`src/rtl/db_edge_multi.sv`:
```
// N-channel debounced edge detector: per channel a 2-FF synchroniser, polarity select,
// symmetric press/release debounce, registered level plus rise/fall/long-press ticks.
module db_edge_multi #(
  parameter int unsigned   N        = 2,
  parameter int unsigned   DB_CNT   = 10000,
  parameter int unsigned   LONG_CNT = 0,
  parameter logic [N-1:0]  INVERT   = '0
) (
  input  logic         clk,
  input  logic         rst,
  input  logic [N-1:0] button,
  output logic [N-1:0] level,
  output logic [N-1:0] rise_tick,
  output logic [N-1:0] fall_tick,
  output logic [N-1:0] long_tick
);

  localparam int unsigned DW = $clog2(DB_CNT + 1);
  localparam int unsigned HW = (LONG_CNT == 0) ? 1 : $clog2(LONG_CNT + 1);

  localparam logic [DW-1:0] DbLast   = DW'(DB_CNT - 1);
  localparam logic [HW-1:0] HoldLast = HW'((LONG_CNT == 0) ? 0 : LONG_CNT - 1);

  localparam logic [1:0] StLow    = 2'd0;
  localparam logic [1:0] StWaitHi = 2'd1;
  localparam logic [1:0] StHigh   = 2'd2;
  localparam logic [1:0] StWaitLo = 2'd3;

  for (genvar i = 0; i < N; i++) begin : g_ch
    logic          sync1_q, sync1_d;
    logic          sync2_q, sync2_d;
    logic          s;
    logic [1:0]    state_q, state_d;
    logic [DW-1:0] db_cnt_q, db_cnt_d;
    logic [HW-1:0] hold_cnt_q, hold_cnt_d;
    logic          long_done_q, long_done_d;
    logic          level_q, level_d;
    logic          rise_q, rise_d;
    logic          fall_q, fall_d;
    logic          long_q, long_d;

    assign s = sync2_q ^ INVERT[i];

    always_comb begin
      sync1_d     = button[i];
      sync2_d     = sync1_q;
      state_d     = state_q;
      db_cnt_d    = db_cnt_q;
      hold_cnt_d  = hold_cnt_q;
      long_done_d = long_done_q;
      level_d     = level_q;
      rise_d      = 1'b0;
      fall_d      = 1'b0;
      long_d      = 1'b0;
      case (state_q)
        StLow: begin
          if (s) begin
            state_d  = StWaitHi;
            db_cnt_d = '0;
          end
        end
        StWaitHi: begin
          if (!s) begin
            state_d = StLow;
          end else if (db_cnt_q == DbLast) begin
            state_d     = StHigh;
            rise_d      = 1'b1;
            level_d     = 1'b1;
            hold_cnt_d  = '0;
            long_done_d = 1'b0;
          end else begin
            db_cnt_d = db_cnt_q + DW'(1);
          end
        end
        StHigh: begin
          if (!s) begin
            state_d  = StWaitLo;
            db_cnt_d = '0;
          end else if (LONG_CNT != 0 && !long_done_q) begin
            // hold_cnt freezes once the long press has been reported
            if (hold_cnt_q == HoldLast) begin
              long_d      = 1'b1;
              long_done_d = 1'b1;
            end else begin
              hold_cnt_d = hold_cnt_q + HW'(1);
            end
          end
        end
        default: begin
          if (s) begin
            state_d = StHigh;
          end else if (db_cnt_q == DbLast) begin
            state_d = StLow;
            fall_d  = 1'b1;
            level_d = 1'b0;
          end else begin
            db_cnt_d = db_cnt_q + DW'(1);
          end
        end
      endcase
    end

    always_ff @(posedge clk) begin
      if (rst) begin
        // idle inverted inputs must read as released straight out of reset
        sync1_q     <= INVERT[i];
        sync2_q     <= INVERT[i];
        state_q     <= StLow;
        db_cnt_q    <= '0;
        hold_cnt_q  <= '0;
        long_done_q <= 1'b0;
        level_q     <= 1'b0;
        rise_q      <= 1'b0;
        fall_q      <= 1'b0;
        long_q      <= 1'b0;
      end else begin
        sync1_q     <= sync1_d;
        sync2_q     <= sync2_d;
        state_q     <= state_d;
        db_cnt_q    <= db_cnt_d;
        hold_cnt_q  <= hold_cnt_d;
        long_done_q <= long_done_d;
        level_q     <= level_d;
        rise_q      <= rise_d;
        fall_q      <= fall_d;
        long_q      <= long_d;
      end
    end

    assign level[i]     = level_q;
    assign rise_tick[i] = rise_q;
    assign fall_tick[i] = fall_q;
    assign long_tick[i] = long_q;
  end

endmodule

```
`config.mk`:
```
export PLATFORM = sky130hd
export DESIGN_NAME = db_edge_multi
export DESIGN_NICKNAME = d
export VERILOG_FILES = /design/src/rtl/db_edge_multi.sv
export SDC_FILE = /design/constraint.sdc
export NUM_CORES = 1
export LEC_CHECK = 0
export ABC_AREA = 1
export CORE_MARGIN = 3
export CORE_UTILIZATION = 54
export DETAILED_ROUTE_END_ITERATION = 8
export MAX_ROUTING_LAYER = met4
export PLACE_DENSITY = 0.71
export SYNTH_ARGS = -nofsm -noshare
export SYNTH_HDL_FRONTEND = slang
export SYNTH_SLANG_ARGS = --single-unit
```
`constraint.sdc`:
```
create_clock -name clk -period 1.5 [get_ports clk]
set_input_delay 0.15 -clock clk [delete_from_list [all_inputs] [get_ports clk]]
set_output_delay 0.15 -clock clk [all_outputs]
set_load 0.1 [all_outputs]
```
# Word-level counts from Yosys, hierarchy flattened
# Cells that the tools add are included.
# Widths: inputs -> output; s select.
[totals]
regBits = 42
output_inout_bits = 8
in_bits = 4
word_cells = 94
[classes]
eq_ne = 18
mux = 38
n_addsub = 2
reduce_logical = 16
bitwise_logic = 6
[op_table]
columns = ["cell", "count"]
rows = [
  ["$mux 14", 10],
  ["$pmux 14 s3", 2],
  ["$add 14x1->14 const B", 2],
  ["$eq 14x14->1 const B", 2],
  ["$mux 2", 12],
  ["$reduce_and 4->1", 6],
  ["$ne 2x2->1 const B", 6],
  ["$pmux 2 s3", 2],
  ["$mux 1", 10],
  ["$reduce_or 5->1", 2],
  ["$reduce_bool 4->1", 2],
  ["$ne 3x1->1 const B", 2],
  ["$ne 3x3->1 const B", 2],
  ["$not 1->1", 6],
  ["$reduce_or 3->1", 2],
  ["$eq 2x1->1 const B", 2],
  ["$eq 2x2->1 const B", 2],
  ["$logic_not 2->1", 2],
  ["$ne 2x1->1 const B", 2],
  ["$pmux 1 s2", 2],
  ["$reduce_or 2->1", 2],
]

# Logic depth before layout (Yosys ltp)
[depth]
word_depth = 4
mapped_depth = 11
mapped_depth_nobuf = 11

# Least setup slack after synthesis
# No wires, ideal clock.
[synth_timing]
path_type = "register to register"
startpoint = "register g_ch[1].state_q[0]"
endpoint = "register g_ch[1].level_q"
setup_ns = 0.117
path_buffers = 1
arrival_time_ns = 1.451
slack_ns = -0.068
stages_incl_launch_ff = 8
required_time_ns = 1.383
period_less_slack_ns = 1.568
cell_sequence = "dfxtp_1 -> inv_1 -> ha_1 -> nor2_1 -> nand3_1 -> buf_2 -> o21ai_0 -> nor2_1"
[synth_between]
elab_chain_cells = 4
word_cells_on_any_way = 9
classes_between = "4 x eq/ne; 1 x mux; 1 x bitwise; 3 x reduce/logical"
[synth_lines]
columns = ["element", "line_no", "text"]
rows = [
  ["start, declared", "33", "logic [1:0] state_q, state_d;"],
  ["start signal, assigned", "108", "state_q <= StLow;"],
  ["start signal, assigned", "119", "state_q <= state_d;"],
  ["$eq 2x2->1 / $logic_not 2->1 (equally long branches)", "55", "case (state_q)"],
  ["$reduce_or 2->1 (no line)", "--", ""],
  ["$not 1->1 (no line)", "--", ""],
  ["$reduce_and 4->1 (no line)", "--", ""],
  ["end signal, assigned", "123", "level_q <= level_d;"],
  ["end, declared", "37", "logic level_q, level_d;"],
]
# Several ways; a longest one is shown, not always the timed one.
# A chain may end at the register's enable or synchronous reset.

# Worst setup path in the final report
[layout_timing]
startpoint = "register g_ch[0].state_q[0]"
endpoint = "register g_ch[0].db_cnt_q[13]"
[layout_between]
elab_chain_cells = 3
word_cells_on_any_way = 9
classes_between = "6 x eq/ne; 1 x mux; 2 x reduce/logical"
[layout_lines]
columns = ["element", "line_no", "text"]
rows = [
  ["start, declared", "33", ""],
  ["start signal, assigned", "108", ""],
  ["start signal, assigned", "119", ""],
  ["$eq 2x1->1, or another cell as far along", "--", ""],
  ["$ne 3x1->1 (no line) / $ne 2x2->1 (equally long branches)", "--", ""],
  ["$reduce_and 4->1 (no line)", "--", ""],
  ["end signal, assigned", "120", "db_cnt_q <= db_cnt_d;"],
  ["end, declared", "34", "logic [DW-1:0] db_cnt_q, db_cnt_d;"],
]
# Several ways; a longest one is shown, not always the timed one.

==> results.sh <==
export IMPL_clock_latency_of_the_later_clocked_register_in_the_worst_skew_pair_ns=0.30
export IMPL_finalCoreUtilization_pct=79.08
export IMPL_setup_worst_path_class="flip-flop to flip-flop"
export IMPL_grt_pass1_wl_mm=10.98
export IMPL_power_ir_vdd_worst_uv=653.2
export IMPL_finClkSkew_ns=0.01423
export IMPL_max_cap_violations=0
export IMPL_cellPowerDensity_nw_per_um2=604.2
export IMPL_initial_utilization_pct=57.61
export IMPL_holdCritPathClass="input port to flip-flop"
export IMPL_hpwlAfterDp_mm=4.650
export IMPL_synth_area_um2=2577
export IMPL_synth_top_cell_by_area="sky130_fd_sc_hd__dfxtp_1"
export IMPL_cts_htree_levels=2
export IMPL_synth_lib_cells_used_distinct=29
export IMPL_post_route_cells_drive_above_1_share_pct=29.81
export IMPL_total_power_mw=2.138
export IMPL_drt_iter0_markers=182
export IMPL_core_rowCount=24
export IMPL_timing_final_setup_violations=23
export IMPL_end_kind="flip-flop"
export IMPL_outcome="complete, but fails checks"
export IMPL_clock_tree_from_tritoncts="yes"
export IMPL_clock_sinks=42
export IMPL_place_gp_congestion=0.8998
export IMPL_final_antenna_net_count=0
export IMPL_initial_antenna_violation_count=0
export IMPL_period_needed_ns=1.656
export IMPL_die_footprint_um2=5638
export IMPL_max_stage_delay_ns=0.37
export IMPL_floorplan_die_height_um=75.09
export IMPL_clk_pin_slew_worst_paths_ns=0.08
export IMPL_critical_path_cell_sequence="inv_4 > ha_4 > or2_4 > o21ai_4 > buf_6 > nand3_2 > nand2_1 > nand2_1 > nor2_1"
export IMPL_worst_r2r_cell_count=9
export IMPL_post_synth_main_area_contributors="sky130_fd_sc_hd__dfxtp_1 33%, sky130_fd_sc_hd__nand2_1 16%, sky130_fd_sc_hd__nor2_1 12%"
export IMPL_cts_hold_fix_buffers=0
export IMPL_first_global_vias=2466
export IMPL_worst_endpoint_required_ns=1.73
export IMPL_post_synth_cell_area_avg_um2=6.181
export IMPL_grt_overflow_total=0
export IMPL_yosys_area_top_type_share_pct=32.62
export IMPL_final_max_slew_viol_count=0
export IMPL_routed_via_density=5.467
export IMPL_layout_commonest_cell="sky130_fd_sc_hd__nand2_1"
export IMPL_preCtsSetupSlack_ns=-0.1013
export IMPL_crit_slowest_cell="sky130_fd_sc_hd__dfxtp_2"
export IMPL_synth_seq_cells=42
export IMPL_critical_path_peak_fanout=6
export IMPL_via_count=2870
export IMPL_synth_seq_area_share_pct=32.62
export IMPL_setup_slack_ns=-0.1563
export IMPL_critical_path_top_cell_by_count="sky130_fd_sc_hd__nand2_1"
export IMPL_die_w_um=75.09
export IMPL_routed_wire_length_per_instance_um=13.72
export IMPL_grt_max_degree=15
export IMPL_worstHoldPathCells=3
export IMPL_min_period_over_period_pct=110.4
export IMPL_drt_pass_1_iters=5
export IMPL_track_usage_pct=26.10
export IMPL_remaining_drc_errors=0
export IMPL_timing_final_hold_violations=0
export IMPL_cellLeakagePower_nw=1.411
export IMPL_finalWirelength_mm=7.201
export IMPL_most_common_layout_cells="98 x sky130_fd_sc_hd__nand2_1, 73 x sky130_fd_sc_hd__nor2_1, 47 x sky130_fd_sc_hd__inv_1, 40 x sky130_fd_sc_hd__buf_4, 36 x sky130_fd_sc_hd__dfxtp_1"
export IMPL_synthCells=417
export IMPL_cp_start_kind="flip-flop"
export IMPL_cts_root_buf="sky130_fd_sc_hd__clkbuf_8"
export IMPL_arrival_ns=1.89
export IMPL_port_buffers=9
export IMPL_cts_path_max_buffers=2
export IMPL_layout_nets=484
export IMPL_cts_buffers=5
export IMPL_n_antenna_cell=0
export IMPL_dpl_cell_area_um2=3012
export IMPL_io_pins=12
export IMPL_rsz0062_at_grt="true"
export IMPL_ys_warn_count=0
export IMPL_fill_cells=293
export IMPL_violations="negative setup slack"
export IMPL_final_cell_area_um2=3538
export IMPL_syn_to_final_growth_pct=37.28
export IMPL_clock_fmax_mhz=603.7
export IMPL_fp_coreArea_um2=4474
[through the flow]
stage	TNS (ns)	cells	hold slack [ns]
6_report	-1.820	525	0.3679
5_1_grt	-4.244	525	0.3952
2_1_floorplan	-0.01478	418	0.2570
4_1_cts	-0.6167	519	0.3623
3_5_place_dp	-1.378	503	0.4222
3_3_place_gp	-0.8901	503	0.4249
[cells by family after synthesis]
| family | share of synthesized area [%] |
|---|---|
| other cells | 0.1455 |
| buf+inv | 12.62 |
| xor+xnor | 0.3399 |
| fa+ha+maj | 3.884 |
| compound gates | 9.369 |
| simple gates | 41.02 |
| flops | 32.62 |
[worst max-delay path: cells and delay by family (launching register included)]
kind,cells,cell delay [ns]
AO/OA/AOI/OAI,1,0.25
flip-flops,1,0.37
adder cells (fa/ha/maj),1,0.16
buffers and inverters,2,0.23
AND/OR/NAND/NOR,5,0.58
[final timing paths]
| kind | startpoint | endpoint | slack (ns) |
|---|---|---|---|
| max | g_ch[0].state_q[0] | g_ch[0].db_cnt_q[13] | -0.16 |
| min | button[0] | g_ch[0].sync1_q | 0.37 |
| max reg2reg | g_ch[0].state_q[0] | g_ch[0].db_cnt_q[13] | -0.16 |
| min reg2reg | g_ch[1].sync1_q | g_ch[1].s | 0.42 |
[registers in the layout, indices dropped and copies added, names as in the netlist, named ones only]
| name | flops |
|---|---|
| g_ch.fall_q | 2 |
| g_ch.s | 2 |
| g_ch.rise_q | 2 |
| g_ch.db_cnt_q | 28 |
| g_ch.state_q | 2 |
| g_ch.level_q | 2 |
| g_ch.sync1_q | 2 |
[area by class of cell]
class / count / area, µm² / area share, %
flip-flops and latches: 42 / 850.8 / 24.05
well taps: 52 / 65.06 / 1.839
inverters: 58 / 232.7 / 6.577
repair buffers: 62 / 590.6 / 16.69
clock inverters: 1 / 5.005 / 0.1414
multi-input cells: 303 / 1708 / 48.27
clock buffers: 7 / 86.33 / 2.440
[synth_stat cells]
cell and n:
sky130_fd_sc_hd__xnor2_1 1, sky130_fd_sc_hd__nor4_1 2, sky130_fd_sc_hd__nand2_4 1, sky130_fd_sc_hd__nand2_2 2, sky130_fd_sc_hd__a21oi_4 1, sky130_fd_sc_hd__buf_4 10, sky130_fd_sc_hd__buf_1 1, sky130_fd_sc_hd__or2_1 1
sky130_fd_sc_hd__nand3_1 33, sky130_fd_sc_hd__nor2_2 1, sky130_fd_sc_hd__o21bai_2 2, sky130_fd_sc_hd__conb_1 1, sky130_fd_sc_hd__nand4_1 14, sky130_fd_sc_hd__or2_2 1, sky130_fd_sc_hd__buf_6 1, sky130_fd_sc_hd__inv_1 58
sky130_fd_sc_hd__clkbuf_1 2, sky130_fd_sc_hd__o21ai_0 11, sky130_fd_sc_hd__dfxtp_1 42, sky130_fd_sc_hd__ha_1 8, sky130_fd_sc_hd__o21bai_1 1, sky130_fd_sc_hd__buf_2 2, sky130_fd_sc_hd__nand3_2 1, sky130_fd_sc_hd__nor2_1 83
sky130_fd_sc_hd__nand3b_1 1, sky130_fd_sc_hd__nor3_1 3, sky130_fd_sc_hd__nand2_1 108, sky130_fd_sc_hd__o21ai_2 4, sky130_fd_sc_hd__a21oi_1 21
[metal layers]
| metal | track usage [%] | share of wire, % |
|---|---|---|
| met1 | 35.67 | 45 |
| met2 | 38.97 | 47 |
| met3 | 4.806 | 6.5 |
| met4 | 8.103 | 1.7 |
| met5 | - | 0 |
[report_power, final]
part	switching [mW]	leakage, nW	internal [mW]
combinational	0.139	1.02	0.0887
clock	0.410	0.0482	0.372
sequential	0.00703	0.343	1.12
[repair_timing]
item,in CTS,in global routing
endpoints found under the setup margin,30,35
gates cloned,1,2
resized for setup,51,48
buffers inserted,7,7
hold endpoints to repair,0,0
pin swaps,13,26
Power figures use the tool's default switching activity.
